## src/rtl/neander_datapath.sv

```systemverilog
// -----------------------------------------------------------------------------
// neander_datapath
//
// Datapath of the Neander processor. It applies the control FSM's per-cycle
// strobes to the program counter (PC), the memory address register (REM), a
// 2^AW x DW memory, the accumulator (AC) and the instruction register (RI).
// It returns the opcode nibble to the FSM. A preload port fills memory before
// execution. The preload port keeps working while the core is held in reset.
//
// Ports:
//   clock                  system clock, all state changes on the rising edge
//   reset                  synchronous, active-low reset
//   selPC                  REM source select: 1 = PC, 0 = mem_q
//   enREM                  REM <- address mux
//   write                  mem[REM] <- AC
//   selMEM                 memory read address: 1 = REM, 0 = PC
//   opULA                  ALU op: 0 = pass mem_q, 1 = AC + mem_q
//   enAC                   AC (and flags) <- ALU result
//   enPC                   PC <- PC + 1
//   loadPC                 PC <- mem_q (jump), has priority over enPC
//   enRI                   RI <- mem_q
//   load_en/addr/data      preload write port, has priority over write
//   op3..op0               RI[7:4], MSB first
//   ac, pc                 register contents
//   mem_q                  combinational memory read data
//   flagN, flagZ           AC sign / zero flags
//
// Configuration macro:
//   NEANDER_NZ_FLAGS_EN    when defined, N/Z flag registers are built.
//                          When undefined, flagN and flagZ are tied to 0.
// -----------------------------------------------------------------------------
module neander_datapath #(
    parameter int AW = 8,
    parameter int DW = 8
) (
    input  logic          clock,
    input  logic          reset,
    input  logic          selPC,
    input  logic          enREM,
    input  logic          write,
    input  logic          selMEM,
    input  logic          opULA,
    input  logic          enAC,
    input  logic          enPC,
    input  logic          loadPC,
    input  logic          enRI,
    input  logic          load_en,
    input  logic [AW-1:0] load_addr,
    input  logic [DW-1:0] load_data,
    output logic          op3,
    output logic          op2,
    output logic          op1,
    output logic          op0,
    output logic [DW-1:0] ac,
    output logic [AW-1:0] pc,
    output logic [DW-1:0] mem_q,
    output logic          flagN,
    output logic          flagZ
);

    // ALU: pass operand, or add it to AC with the carry discarded
    function automatic logic [DW-1:0] alu_f(input logic          op_add,
                                            input logic [DW-1:0] acc,
                                            input logic [DW-1:0] operand);
        logic [DW-1:0] res;
        if (op_add) begin
            res = acc + operand;
        end else begin
            res = operand;
        end
        return res;
    endfunction

    logic [DW-1:0] mem_r [0:(1<<AW)-1];
    logic [AW-1:0] pc_r;
    logic [AW-1:0] rem_r;
    logic [DW-1:0] ac_r;
    // Only the opcode nibble of RI is observable, so only it is stored
    logic [3:0]    ri_op_r;

    logic [AW-1:0] rd_addr_s;
    logic [DW-1:0] mem_q_s;
    logic [AW-1:0] mem_q_addr_s;
    logic [AW-1:0] rem_next_s;
    logic [DW-1:0] alu_s;

    // Read address mux, operand-as-address conversion, REM source mux and ALU
    always_comb begin
        rd_addr_s    = selMEM ? rem_r : pc_r;
        mem_q_s      = mem_r[rd_addr_s];
        mem_q_addr_s = AW'(mem_q_s);
        rem_next_s   = selPC ? pc_r : mem_q_addr_s;
        alu_s        = alu_f(opULA, ac_r, mem_q_s);
    end

    // Memory write port. Preload wins over a store and is honoured in reset.
    // Contents are deliberately not cleared by reset.
    always_ff @(posedge clock) begin
        if (load_en) begin
            mem_r[load_addr] <= load_data;
        end else if (reset && write) begin
            mem_r[rem_r] <= ac_r;
        end else begin
            mem_r[rem_r] <= mem_r[rem_r];
        end
    end

    // Program counter: jump has priority over increment; increment wraps
    always_ff @(posedge clock) begin
        if (!reset) begin
            pc_r <= {AW{1'b0}};
        end else if (loadPC) begin
            pc_r <= mem_q_addr_s;
        end else if (enPC) begin
            pc_r <= pc_r + {{(AW-1){1'b0}}, 1'b1};
        end else begin
            pc_r <= pc_r;
        end
    end

    // Memory address register
    always_ff @(posedge clock) begin
        if (!reset) begin
            rem_r <= {AW{1'b0}};
        end else if (enREM) begin
            rem_r <= rem_next_s;
        end else begin
            rem_r <= rem_r;
        end
    end

    // Accumulator
    always_ff @(posedge clock) begin
        if (!reset) begin
            ac_r <= {DW{1'b0}};
        end else if (enAC) begin
            ac_r <= alu_s;
        end else begin
            ac_r <= ac_r;
        end
    end

    // Instruction register (opcode nibble)
    always_ff @(posedge clock) begin
        if (!reset) begin
            ri_op_r <= 4'b0000;
        end else if (enRI) begin
            ri_op_r <= mem_q_s[DW-1 -: 4];
        end else begin
            ri_op_r <= ri_op_r;
        end
    end

`ifdef NEANDER_NZ_FLAGS_EN
    logic flag_n_r;
    logic flag_z_r;

    // N/Z flags track the ALU result on every AC load; reset leaves AC = 0 so Z = 1
    always_ff @(posedge clock) begin
        if (!reset) begin
            flag_n_r <= 1'b0;
            flag_z_r <= 1'b1;
        end else if (enAC) begin
            flag_n_r <= alu_s[DW-1];
            flag_z_r <= (alu_s == {DW{1'b0}});
        end else begin
            flag_n_r <= flag_n_r;
            flag_z_r <= flag_z_r;
        end
    end

    assign flagN = flag_n_r;
    assign flagZ = flag_z_r;
`else
    assign flagN = 1'b0;
    assign flagZ = 1'b0;
`endif

    assign pc    = pc_r;
    assign ac    = ac_r;
    assign mem_q = mem_q_s;
    assign op3   = ri_op_r[3];
    assign op2   = ri_op_r[2];
    assign op1   = ri_op_r[1];
    assign op0   = ri_op_r[0];

endmodule

```

## config.mk

```make
export PLATFORM = sky130hd
export DESIGN_NAME = neander_datapath
export DESIGN_NICKNAME = d
export VERILOG_FILES = /design/src/rtl/neander_datapath.sv
export SDC_FILE = /design/constraint.sdc
export NUM_CORES = 2
export LEC_CHECK = 0
export BUFFER_PORTS_ARGS = -buffer_cell sky130_fd_sc_hd__buf_2
export CELL_PAD_IN_SITES_DETAIL_PLACEMENT = 0
export CELL_PAD_IN_SITES_GLOBAL_PLACEMENT = 1
export CORE_ASPECT_RATIO = 1.4
export CORE_MARGIN = 4
export CORE_UTILIZATION = 45
export DETAILED_ROUTE_END_ITERATION = 16
export PLACE_DENSITY = 0.7
export REMOVE_ABC_BUFFERS = 1
export SETUP_SLACK_MARGIN = 0.02
export SLEW_MARGIN = 10
export SYNTH_ARGS = -nofsm -noshare
export SYNTH_HDL_FRONTEND = slang
export SYNTH_SLANG_ARGS = --single-unit
```

## constraint.sdc

```tcl
create_clock -name clock -period 10.6 [get_ports clock]
set_input_delay 0.53 -clock clock [delete_from_list [all_inputs] [get_ports clock]]
set_output_delay 0.53 -clock clock [all_outputs]
set_load 0.01 [all_outputs]
```

==> flow_metrics.tcl <==
set metrics [dict create \
    run_status "complete, no violations" \
    hold_viol_final 0 \
    rsz0062_at_grt "no" \
    io_pins 58 \
    die_w_um 378 \
    rows 190 \
    syn_area_per_cell_um2 12.9 \
    dieArea_um2 199000 \
    final_common_cell "edfxtp_1" \
    async_flop_share_pct 0 \
    fmax_ghz 0.136 \
    drv_cap 0 \
    worstHoldStart "loadPC" \
    fp.coreArea_um2 191000 \
    p_per_area_nw_per_um2 215 \
    final_core_util_pct 49.5 \
    end_kind "output pin" \
    grt_usage_pct 25.5 \
    leakage_nw 31.0 \
    cts_num_sinks 2076 \
    ys_seq_area_share_pct 71.8 \
    drt-pass1-iter-count 6 \
    wl_um 259000 \
    wl_met3_um 19300 \
    synth_warnings 0 \
    drive_gt1_share_pct 7.45 \
    fin_area_um2 94800 \
    synth_edf_count 2048 \
    worst_pin_slew_ps 1230 \
    wl_per_cell_um 28.1 \
    synthCells 6701 \
    insertion_delay_ps 840 \
    route.detailed.drc 0 \
    yosysUniqueCellTypes 73 \
    first_global_vias 54196 \
    critPathLaunchType "register" \
    dpl_cell_area_um2 88700 \
    relSlewSlack_pct 18.0 \
    slew_viol_final 0 \
    vias 56231 \
    finalSetupTns_ps 0 \
    fin_ws_ps 3240 \
    portBuffers 55 \
    clkTransAtPathRegs_ps 60 \
    place_congestion 0.868 \
    met2_length_um 125000 \
    areaGrowthSynthToFinish_pct 9.64 \
    final.period_utilization_pct 69.5 \
    drtAntennaViolNets 0 \
    reg2reg_from "rem_r[0]" \
    cp_max_fo 96 \
    ys.flop_type "edfxtp_1" \
    grt_max_degree 189 \
    antenna_found_initial 10 \
    cp.arrival_ps 6830 \
    syn_area_um2 86500 \
    layout.nets 6603 \
    skew_ps 40.2 \
    layout_min_cycle_time_ps 7360 \
    hpwlAfterDp_um 148000 \
    cts-root-buf "clkbuf_16" \
    place_ws_ps 3100 \
    fillerInstances 16454 \
    cts_made_buffers 202 \
    cts_buffer_depth 4 \
    crit_start "rem_r[0]" \
    start_util_pct 45.2 \
    drt-met1-wl_um 102000 \
    peakVddDrop_v 0.000134 \
    avgViaCountPerCell 6.10 \
    cts_resized 0 \
    worstPathRequired_ps 10070 \
    grt_pass1_wl_um 377000 \
    cts_tree "built" \
    htreeDepth 4 \
    criticalPathCategory "reg2out" \
    setup_violations 0 \
    grt-ovfl-total 0 \
    die_h_um 527 \
    highest-signal-layer "met5" \
    hp-class "in2reg" \
    layout_common_cells "edfxtp_1, nand2_1, nand3_1, nor2_1, a311oi_1" \
    drt-initial-drc-count 6055 \
    ys_seq_elements 2076 \
]
path summary, 6_finish.rpt:
| check | to | slack [ps] | depth (start not counted) |
|---|---|---|---|
| worst min register to register | ri_op_r[2] | 480 | 2 |
| worst max-delay path | mem_q[7] | 3240 | 11 |
| worst min-delay path | pc[3] | 70 | 2 |
| worst max register to register | ac[7] | 3520 | 19 |
critical path, cell delays in order (launching register included):
cell       delay (ps)
dfxtp_4           720
mux2_8            800
buf_12            520
buf_12            390
mux4_2            570
a2111oi_0         690
nor3_1            310
nor4_1            840
a31oi_1           150
a21oi_2           570
inv_1              90
buf_2             160
cells in the mapped netlist (6+ instances only):
| library cell | count | share of area [%] |
|---|---|---|
| and3_1 | 146 | 1.1 |
| nor2_1 | 305 | 1.3 |
| nor4_1 | 8 | 0.058 |
| buf_4 | 39 | 0.34 |
| ha_1 | 9 | 0.13 |
| o22ai_1 | 18 | 0.13 |
| a311oi_1 | 291 | 2.9 |
| inv_1 | 56 | 0.24 |
| a31oi_1 | 19 | 0.14 |
| nand3b_1 | 15 | 0.13 |
| mux4_2 | 29 | 0.76 |
| o21ai_0 | 242 | 1.4 |
| o21bai_1 | 29 | 0.25 |
| a2111oi_0 | 7 | 0.071 |
| a21o_1 | 20 | 0.17 |
| o32ai_1 | 7 | 0.071 |
| nand3_1 | 596 | 3.5 |
| a21oi_1 | 168 | 0.97 |
| a311o_1 | 8 | 0.093 |
| o31a_1 | 15 | 0.15 |
| mux2_2 | 7 | 0.091 |
| o311ai_0 | 10 | 0.10 |
| nand4_1 | 9 | 0.065 |
| nand2_1 | 1651 | 7.2 |
| buf_2 | 228 | 1.3 |
| o211ai_1 | 67 | 0.58 |
| a221oi_1 | 8 | 0.081 |
| o311a_1 | 10 | 0.12 |
| clkbuf_1 | 185 | 0.80 |
| o31ai_1 | 30 | 0.26 |
| a211o_1 | 6 | 0.061 |
| a211oi_1 | 52 | 0.45 |
| xnor2_1 | 6 | 0.061 |
| nor3_1 | 44 | 0.25 |
| a22oi_1 | 14 | 0.12 |
| buf_6 | 10 | 0.13 |
| mux2i_1 | 133 | 1.5 |
| o221ai_1 | 15 | 0.15 |
| or3_1 | 6 | 0.043 |
| edfxtp_1 | 2048 | 71 |
| dfxtp_1 | 28 | 0.65 |
| buf_1 | 44 | 0.19 |
registers in the layout (all words and copies together), names as in the netlist:
signal / cells
rem_r: 8
ri_op_r: 4
pc: 8
ac: 8
mem_r: 2048
what timing repair did:
action                                  CTS  global route
buffers inserted                          0             0
hold endpoints to repair                  5             0
endpoints found under the setup margin    0             0
hold buffers                              2             0
cell families after synthesis:
family / after synthesis / synth area share [%]
and+or+nand+nor: 2798 / 13.7
DFF: 2076 / 71.8
AOI/OAI and AO/OA: 1066 / 8.69
buffers and inverters: 564 / 3.03
muxes: 175 / 2.52
xor gates and xnor gates: 11 / 0.111
adders and majority gates: 10 / 0.153
other: 1 / 0.00434
final cells by class:
| cell class | instances | area, um^2 | area share, % |
|---|---|---|---|
| Antenna cell | 4 | 10.0 | 0.0106 |
| Clock buffer | 263 | 5380 | 5.67 |
| Clock inverter | 89 | 659 | 0.696 |
| Inverter | 58 | 218 | 0.230 |
| Multi-Input combinational cell | 4062 | 22000 | 23.2 |
| Sequential cell | 2076 | 62100 | 65.5 |
| Tap cell | 2496 | 3120 | 3.29 |
| Timing Repair Buffer | 165 | 1340 | 1.42 |
through the flow:
step | total power (W) | instances | hold WS (ps)
6_report | 0.0204 | 9213 | 68.6
5_1_grt | 0.0211 | 9210 | 49.3
4_1_cts | 0.0204 | 9209 | 9.81
3_5_place_dp | 0.0137 | 8855 | 477
3_3_place_gp | 0.0137 | 8855 | 460
2_1_floorplan | 0.0127 | 6196 | 490
power by group:
| part | switching [W] | total [W] | leakage (nW) | internal (W) |
|---|---|---|---|---|
| sequential | 0.0000965 | 0.00927 | 18.7 | 0.00917 |
| combinational | 0.00313 | 0.00433 | 9.37 | 0.00120 |
| clock | 0.00301 | 0.00678 | 2.94 | 0.00377 |
| total | 0.00624 | 0.0204 | 31.0 | 0.0141 |
routing by layer:
metal  vias up  global-route usage (%)
met4         2                    11.6
met3       559                    4.35
met1     28521                    33.3
li1      24796                       -
met2      2353                    41.9
met5         -                       0
(Power assumes the default switching activity.)
